===== src/rtl/conv_pkg.sv =====
// Shared types and constants for the convolution MAC controller.
package conv_pkg;

  typedef enum logic [2:0] {
    ST_IDLE  = 3'd0,
    ST_INIT  = 3'd1,
    ST_MAC   = 3'd2,
    ST_DRAIN = 3'd3,
    ST_OUT   = 3'd4,
    ST_DONE  = 3'd5
  } conv_state_t;

  // Memory read register plus MAC product register.
  localparam int DRAIN_CYCLES = 2;

  function automatic int max1(input int v);
    return (v > 1) ? v : 1;
  endfunction

endpackage


===== src/rtl/conv_addr_gen.sv =====
// Output-pixel and filter-tap counters with the image/filter address arithmetic.
module conv_addr_gen
  import conv_pkg::*;
#(
  parameter int N   = 8,
  parameter int K   = 3,
  parameter int XAW = $clog2(N*N),
  parameter int WAW = $clog2(K*K),
  parameter int PW  = max1($clog2(N-K+1))
) (
  input  logic           clk,
  input  logic           reset,
  input  logic           step,
  input  logic           advance_pixel,
  input  logic           addr_en,
  output logic [XAW-1:0] x_addr,
  output logic [WAW-1:0] w_addr,
  output logic [PW-1:0]  row,
  output logic [PW-1:0]  col,
  output logic           last_tap,
  output logic           last_pixel
);

  localparam int KW = max1($clog2(K));
  localparam logic [KW-1:0] K_LAST = KW'(K-1);
  localparam logic [PW-1:0] P_LAST = PW'(N-K);

  logic [KW-1:0] ki_q, ki_d, kj_q, kj_d;
  logic [PW-1:0] row_q, row_d, col_q, col_d;
  logic [XAW-1:0] x_lin_s;
  logic [WAW-1:0] w_lin_s;

  // Next-state of the tap and pixel counters; both wrap so a finished run leaves them at zero.
  always_comb begin
    ki_d  = ki_q;
    kj_d  = kj_q;
    row_d = row_q;
    col_d = col_q;
    if (step) begin
      if (kj_q == K_LAST) begin
        kj_d = '0;
        ki_d = (ki_q == K_LAST) ? '0 : ki_q + KW'(1);
      end else begin
        kj_d = kj_q + KW'(1);
      end
    end else begin
      kj_d = kj_q;
    end
    if (advance_pixel) begin
      if (col_q == P_LAST) begin
        col_d = '0;
        row_d = (row_q == P_LAST) ? '0 : row_q + PW'(1);
      end else begin
        col_d = col_q + PW'(1);
      end
    end else begin
      col_d = col_q;
    end
  end

  // Counter registers.
  always_ff @(posedge clk or posedge reset) begin
    if (reset) begin
      ki_q  <= '0;
      kj_q  <= '0;
      row_q <= '0;
      col_q <= '0;
    end else begin
      ki_q  <= ki_d;
      kj_q  <= kj_d;
      row_q <= row_d;
      col_q <= col_d;
    end
  end

  // Addresses are forced to zero outside the issue window.
  always_comb begin
    x_lin_s    = (XAW'(row_q) + XAW'(ki_q)) * XAW'(N) + XAW'(col_q) + XAW'(kj_q);
    w_lin_s    = WAW'(ki_q) * WAW'(K) + WAW'(kj_q);
    x_addr     = addr_en ? x_lin_s : '0;
    w_addr     = addr_en ? w_lin_s : '0;
    row        = row_q;
    col        = col_q;
    last_tap   = (ki_q == K_LAST) && (kj_q == K_LAST);
    last_pixel = (row_q == P_LAST) && (col_q == P_LAST);
  end

endmodule


===== src/rtl/conv_mac_ctrl.sv =====
// Sequencer driving an external MAC over a valid (no padding) 2-D convolution.
// Define CONV_MAC_CTRL_RELU_EN to clamp negative results to zero.
module conv_mac_ctrl
  import conv_pkg::*;
#(
  parameter int N    = 8,
  parameter int K    = 3,
  parameter int OUTW = 64,
  localparam int XAW = $clog2(N*N),
  localparam int WAW = $clog2(K*K),
  localparam int PW  = max1($clog2(N-K+1))
) (
  input  logic                   clk,
  input  logic                   reset,
  input  logic                   start,
  output logic                   busy,
  output logic                   done,
  output logic [XAW-1:0]         x_addr,
  output logic [WAW-1:0]         w_addr,
  output logic                   mac_init_acc,
  output logic                   mac_input_valid,
  input  logic signed [OUTW-1:0] mac_out,
  output logic                   out_valid,
  input  logic                   out_ready,
  output logic signed [OUTW-1:0] out_data,
  output logic [PW-1:0]          out_row,
  output logic [PW-1:0]          out_col
);

  conv_state_t state_q, state_d;
  logic [1:0]  drain_q, drain_d;
  logic        issue_q, issue_d;
  logic        step_s, adv_s, last_tap_s, last_pixel_s;
  logic [PW-1:0] row_s, col_s;
  logic signed [OUTW-1:0] res_s;

  conv_addr_gen #(.N(N), .K(K), .XAW(XAW), .WAW(WAW), .PW(PW)) u_addr (
    .clk          (clk),
    .reset        (reset),
    .step         (step_s),
    .advance_pixel(adv_s),
    .addr_en      (state_q == ST_MAC),
    .x_addr       (x_addr),
    .w_addr       (w_addr),
    .row          (row_s),
    .col          (col_s),
    .last_tap     (last_tap_s),
    .last_pixel   (last_pixel_s)
  );

  // Control sequencing.
  always_comb begin
    state_d = state_q;
    drain_d = drain_q;
    step_s  = 1'b0;
    adv_s   = 1'b0;
    issue_d = (state_q == ST_MAC);
    case (state_q)
      ST_IDLE: begin
        if (start) state_d = ST_INIT;
        else       state_d = ST_IDLE;
      end
      ST_INIT: state_d = ST_MAC;
      ST_MAC: begin
        step_s = 1'b1;
        if (last_tap_s) begin
          state_d = ST_DRAIN;
          drain_d = 2'd0;
        end else begin
          state_d = ST_MAC;
        end
      end
      ST_DRAIN: begin
        if (drain_q == 2'(DRAIN_CYCLES - 1)) begin
          state_d = ST_OUT;
          drain_d = 2'd0;
        end else begin
          drain_d = drain_q + 2'd1;
        end
      end
      ST_OUT: begin
        if (out_ready) begin
          adv_s   = 1'b1;
          state_d = last_pixel_s ? ST_DONE : ST_INIT;
        end else begin
          state_d = ST_OUT;
        end
      end
      ST_DONE: state_d = ST_IDLE;
      default: state_d = ST_IDLE;
    endcase
  end

  // State, drain counter and the one-cycle-delayed issue flag.
  always_ff @(posedge clk or posedge reset) begin
    if (reset) begin
      state_q <= ST_IDLE;
      drain_q <= 2'd0;
      issue_q <= 1'b0;
    end else begin
      state_q <= state_d;
      drain_q <= drain_d;
      issue_q <= issue_d;
    end
  end

  // The accumulator is final from the first OUT cycle and frozen while waiting.
  always_comb begin
`ifdef CONV_MAC_CTRL_RELU_EN
    res_s = mac_out[OUTW-1] ? '0 : mac_out;
`else
    res_s = mac_out;
`endif
    busy            = (state_q != ST_IDLE);
    done            = (state_q == ST_DONE);
    mac_init_acc    = (state_q == ST_INIT);
    mac_input_valid = issue_q;
    out_valid       = (state_q == ST_OUT);
    out_data        = (state_q == ST_OUT) ? res_s : '0;
    out_row         = row_s;
    out_col         = col_s;
  end

endmodule

===== config.mk =====
export PLATFORM = sky130hd
export DESIGN_NAME = conv_mac_ctrl
export DESIGN_NICKNAME = d
export VERILOG_FILES = /design/src/rtl/conv_pkg.sv /design/src/rtl/conv_addr_gen.sv /design/src/rtl/conv_mac_ctrl.sv
export SDC_FILE = /design/constraint.sdc
export NUM_CORES = 1
export LEC_CHECK = 0
export ABC_AREA = 0
export ABC_CLOCK_PERIOD_IN_PS = 4900
export CELL_PAD_IN_SITES_DETAIL_PLACEMENT = 1
export CELL_PAD_IN_SITES_GLOBAL_PLACEMENT = 1
export CORE_MARGIN = 1
export CORE_UTILIZATION = 21
export CTS_CLUSTER_DIAMETER = 120
export DETAILED_ROUTE_END_ITERATION = 6
export PLACE_DENSITY_LB_ADDON = 0.1
export SLEW_MARGIN = 20
export SYNTH_ARGS = -nofsm -noshare
export SYNTH_HDL_FRONTEND = slang
export SYNTH_SLANG_ARGS = --single-unit

===== constraint.sdc =====
create_clock -name clk -period 4.9 [get_ports clk]
set_input_delay 0.735 -clock clk [delete_from_list [all_inputs] [get_ports clk]]
set_output_delay 0.735 -clock clk [all_outputs]
set_load 0.01 [all_outputs]

== Word-level counts from Yosys, hierarchy flattened ==
Index checks and enable logic that the tools add are counted.
Widths: inputs -> output; s select.

* Register bits: 16
* Bits of input ports: 68
* Output and inout bits: 85

* $add $sub $neg: 9
* $mul: 1
* Eq/ne operators: 12
* Mux-type cells: 19
* Reduce and logical (&&, ||, !) cells: 8

{| class="wikitable"
|+ Operators by type and width
! kind !! number
|-
| $mux 64 || 1
|-
| $mux 3 || 5
|-
| $pmux 3 s5 || 1
|-
| $eq 3x3->1 const B || 4
|-
| $mux 2 || 4
|-
| $add 2x1->2 const B || 3
|-
| $add 3x1->3 const B || 2
|-
| $add 6x2->6 || 1
|-
| $add 6x3->6 || 1
|-
| $eq 3x2->1 const B || 2
|-
| $mux 6 || 1
|-
| $reduce_and 2->1 || 3
|-
| $mux 1 || 5
|-
| $add 4x2->4 || 1
|-
| $eq 2x2->1 const B || 2
|-
| $mul 2x2->4 const B || 1
|-
| $mux 4 || 1
|-
| $pmux 2 s2 || 1
|-
| $add 3x2->3 || 1
|-
| $eq 3x1->1 const B || 1
|-
| $logic_not 3->1 || 1
|-
| $reduce_bool 3->1 || 1
|-
| $eq 2x1->1 const B || 1
|-
| $logic_and 1x1->1 || 2
|-
| 3 further kinds || 3
|}

== Depth between registers and ports, before layout ==
* Depth after elaboration: 5
* Depth in mapped cells: 6
* Gate-level depth less buffers: 6

== Hierarchy ==
A second synthesis with hierarchy kept.

* Cells, all modules: 184
* Area, all modules: 1,581.5 um^2

{| class="wikitable"
|+ Modules (own cells, without submodules)
! module !! times used !! cells each !! area each (um^2) !! seq. area each (um^2)
|-
| conv_mac_ctrl || 1 || 109 || 802.0 || 150.1
|-
| conv_addr_gen || 1 || 75 || 779.5 || 250.2
|}

== Worst setup path after synthesis ==
OpenSTA, ideal clock, no wires.

* Kind: register to output
* Start point: register u_addr.row_q[0] (netlist: u_addr.row[0])
* End point: output port x_addr[5]
* Arrival: 1.902 ns
* Path slack: 2.263 ns
* Stages on the path, launching flop included: 6
* Path through: dfrtp_1 > ha_1 > inv_1 > fa_1 > or4_1 > a21oi_1

* Longest elaborated chain between the ends: 4

{| class="wikitable"
|+ RTL lines
! what !! line !! text
|-
| from (decl) || conv_addr_gen.sv:29 || <nowiki>logic [PW-1:0] row_q, row_d, col_q, col_d;</nowiki>
|-
| from (signal assigned) || conv_addr_gen.sv:71 || <nowiki>row_q <= row_d;</nowiki>
|-
| $add 3x2->3 || conv_addr_gen.sv:78 || <nowiki>x_lin_s = (XAW'(row_q) + XAW'(ki_q)) * XAW'(N) + XAW'(col_q) + XAW'(kj_q);</nowiki>
|-
| $add 6x3->6 || conv_addr_gen.sv:78 ||
|-
| $add 6x2->6 || conv_addr_gen.sv:78 ||
|-
| $mux 6 || conv_addr_gen.sv:80 || <nowiki>x_addr = addr_en ? x_lin_s : '0;</nowiki>
|-
| to (decl) || conv_mac_ctrl.sv:18 || <nowiki>output logic [XAW-1:0] x_addr,</nowiki>
|}

No other way between the ends.

== Final worst setup path ==
* Start point: register u_addr.ki_q[0]
* End point: output port x_addr[5]

* Longest elaborated chain between the ends: 4

{| class="wikitable"
|+ RTL lines
! what !! line !! text
|-
| from (decl) || conv_addr_gen.sv:28 || <nowiki>logic [KW-1:0] ki_q, ki_d, kj_q, kj_d;</nowiki>
|-
| from (signal assigned) || conv_addr_gen.sv:69 || <nowiki>ki_q <= ki_d;</nowiki>
|-
| $add 3x2->3 || conv_addr_gen.sv:78 ||
|-
| $add 6x3->6 || conv_addr_gen.sv:78 ||
|-
| $add 6x2->6 || conv_addr_gen.sv:78 ||
|-
| $mux 6 || conv_addr_gen.sv:80 ||
|}

No other way between the ends.

==> results by group <==
Place
  • Post-DP HPWL: 4670 um
  • Routability Congestion: 0.702
  • # port buffers: 152
  • Setup slack at placement: 1.73 ns

Clock tree
  • TritonCTS Buffers: 3
  • H-tree depth: 1
  • # hold bufs at CTS: 0
  • Cts repair resizes: 0
  • Clk sinks: 16
  • Reg clk slew, reported paths: 0.06 ns
  • Setup Fix Bufs, Post-CTS: 0
  • Worst-Skew Late Latency: 0.25 ns
  • Root buf cell: clkbuf_8
  • TritonCTS clock tree: built
  • Clk buf depth: 2

Routing
  • Post-Route WL: 5530 um
  • Vias: 1,733
  • DRC: 0
  • Wire length per cell: 13.1 um
  • ANT nets after route: 0
  • Via density: 4.12
  • Initial DRT Pass Iterations: 4
  • DR iter-0 viols: 70

Floorplanning
  • Core ar.: 7210 sq um
  • Ports: 153
  • Die ar.: 7760 sq um
  • Die width: 88.1 um
  • Initial Util: 21.6%
  • Die Height: 88.1 um
  • FP Rows: 31

Cells and area
  • ANT cells: 0
  • Core Util, Final: 44.4%
  • Fill cell count: 844
  • Layout area overhead: 106%
  • Layout cells sized above 1: 7.45%
  • Final nets: 403

Setup path
  • WP buf/inv: 2
  • Largest stage delay, worst path: 0.56 ns
  • Worst-path cell chain: ha_1 -> inv_1 -> fa_1 -> or4_1 -> a21oi_1 -> clkdlybuf4s50_1
  • CP arrival: 2.69 ns
  • Critical Path Slowest Stage Cell: clkdlybuf4s50_1
  • CP top delay family: adder cells
  • Setup crit start: u_addr.ki_q[0]$_DFFE_PP0P_
  • Critical path type: reg2out
  • FF-to-FF Start: state_q[0]$_DFFE_PP0P_
  • WP data required: 4.16 ns
  • Setup crit start kind: flip-flop
  • Crit end category: output port
  • Critical Path Fanout Max: 6

GRT
  • First-pass GRT wire length: 8580 um
  • Largest net degree at the start of global routing: 71
  • Initial antenna violation count: 0
  • Total congestion overflow: 0
  • Total track usage: 14.2%
  • Vias in the first global route: 1,744

Worst hold path
  • Hold path startpoint: drain_q[1]$_DFFE_PP0P_
  • Worst hold path class: reg2reg

Timing
  • Tmin final: 3.43 ns
  • RSZ-0062 raised after global routing: false
  • Setup violators final: 0
  • Final slew viol count: 0
  • Fmax: 292 MHz
  • Crit share post-route: 69.9%
  • Setup TNS: 0 ns
  • Fin Clk Skew: 0.00543 ns
  • Endpoints failing hold: 0
  • Final worst setup slack: 1.47 ns
  • Rel. slew slack: 57.4%
  • Worst Tran Pin Value: 0.638 ns

Synth
  • Seq/Total Area, Yosys: 25.7%
  • Synth warn: 0
  • Synthesized area: 1560 sq um
  • Synth Instances: 175
  • EDFF count, synth: 0
  • Post-synthesis register bit count: 16
  • Post-synth ARST share: 100%
  • Syn Nets: 255
  • Mapped Avg Cell Area: 8.89 sq um
  • Main synth FF type: dfrtp_1
  • Synth cell types: 42

Power
  • Peak supply drop: 102 uV
  • Pwr/cell area: 333 nW/um^2
  • Static Leak: 0.00134 uW

Run
  • MaxCap Viol Count: 0

Run status
  • Outcome: finished, final reports clean
[metal layers]
metal / wire [um] / vias to the layer above / global-route usage [%]
li1: - / 857 / -
met1: 2130 / 799 / 16.1
met2: 2890 / 75 / 25.9
met5: 0 / - / 0
met3: 480 / 2 / 5.09
met4: 27 / 0 / 2.20
[logic make-up after synthesis]
| logic type | count (synthesis) | synth area share [%] |
|---|---|---|
| compound gates | 13 | 6.19 |
| fa+ha+maj | 12 | 11.6 |
| buf+inv | 19 | 6.43 |
| simple gates | 103 | 41.9 |
| xor+xnor | 5 | 2.81 |
| mux | 7 | 5.39 |
| flops | 16 | 25.7 |
[path summary, 6_finish.rpt]
kind | to | slack [ns] | depth (start not counted)
max | x_addr[5] | 1.47 | 6
min | drain_q[1]$_DFFE_PP0P_ | 0.54 | 1
max in group asynchronous | u_addr.row[1]$_DFFE_PP0P_ | 3.62 | 2
min reg2reg | drain_q[1]$_DFFE_PP0P_ | 0.54 | 1
max reg2reg | u_addr.row[1]$_DFFE_PP0P_ | 2.98 | 4
min in group asynchronous | u_addr.kj_q[0]$_DFFE_PP0P_ | 0.87 | 2
[report_power, final]
part	internal [uW]	total (uW)	switching [uW]
Combinational	404	694	290
Sequential	179	258	78.7
Clock	71.2	117	45.6
Total	654	1070	414
[Yosys cell counts (4+ instances only)]
cell type  number  share of area, %
clkbuf_1        5               1.2
fa_1            4               5.1
inv_1           8               1.9
and2_2          6               2.9
xnor2_1         5               2.8
ha_1            8               6.4
and2_1         65                26
nand3_1         4               1.3
nor2_1          6               1.4
nand2_1         6               1.4
dfrtp_1        16                26
[state kept, by name (all words and copies together), names as in the netlist]
| signal | cells |
|---|---|
| u_addr.col | 3 |
| state_q | 3 |
| u_addr.row | 3 |
| u_addr.ki_q | 2 |
| drain_q | 2 |
| u_addr.kj_q | 2 |
| mac_input_valid | 1 |
[cell type report]
class | count | area, sq um | share of cell area (%)
well taps | 99 | 124 | 3.86
flip-flops and latches | 16 | 400 | 12.5
multi-input cells | 140 | 1060 | 32.9
inverters | 9 | 41.3 | 1.29
clock buffers | 4 | 55.1 | 1.72
repair buffers | 153 | 1530 | 47.7
[worst register-to-register path, stage by stage (launching register included)]
cell	delay, ns
dfrtp_1	0.48
nor3b_4	0.22
buf_4	0.45
and4_1	0.32
mux2_2	0.34
[per-stage QoR]
step / power [uW] / std cells / hold slack, ns / instance area [sq um]
6_report: 1070 / 421 / 0.543 / 3210
5_1_grt: 1170 / 421 / 0.562 / 3210
4_1_cts: 1100 / 421 / 0.546 / 3210
3_5_place_dp: 970 / 417 / 0.532 / 3150
3_3_place_gp: 950 / 417 / 0.515 / 3150
2_1_floorplan: 633 / 175 / 0.502 / 1560
[cells in the final DEF (no fill, tap or decap), types with 4 or more instances in the layout]
master and instances:
nor2_1 6, and2_2 6, nand2_1 6, and2_1 65
ha_1 8, fa_1 4, dfrtp_1 16, xnor2_1 5
clkbuf_8 4, inv_1 8, nand3_1 4, clkdlybuf4s50_1 152
Power figures use the tool's default switching activity.
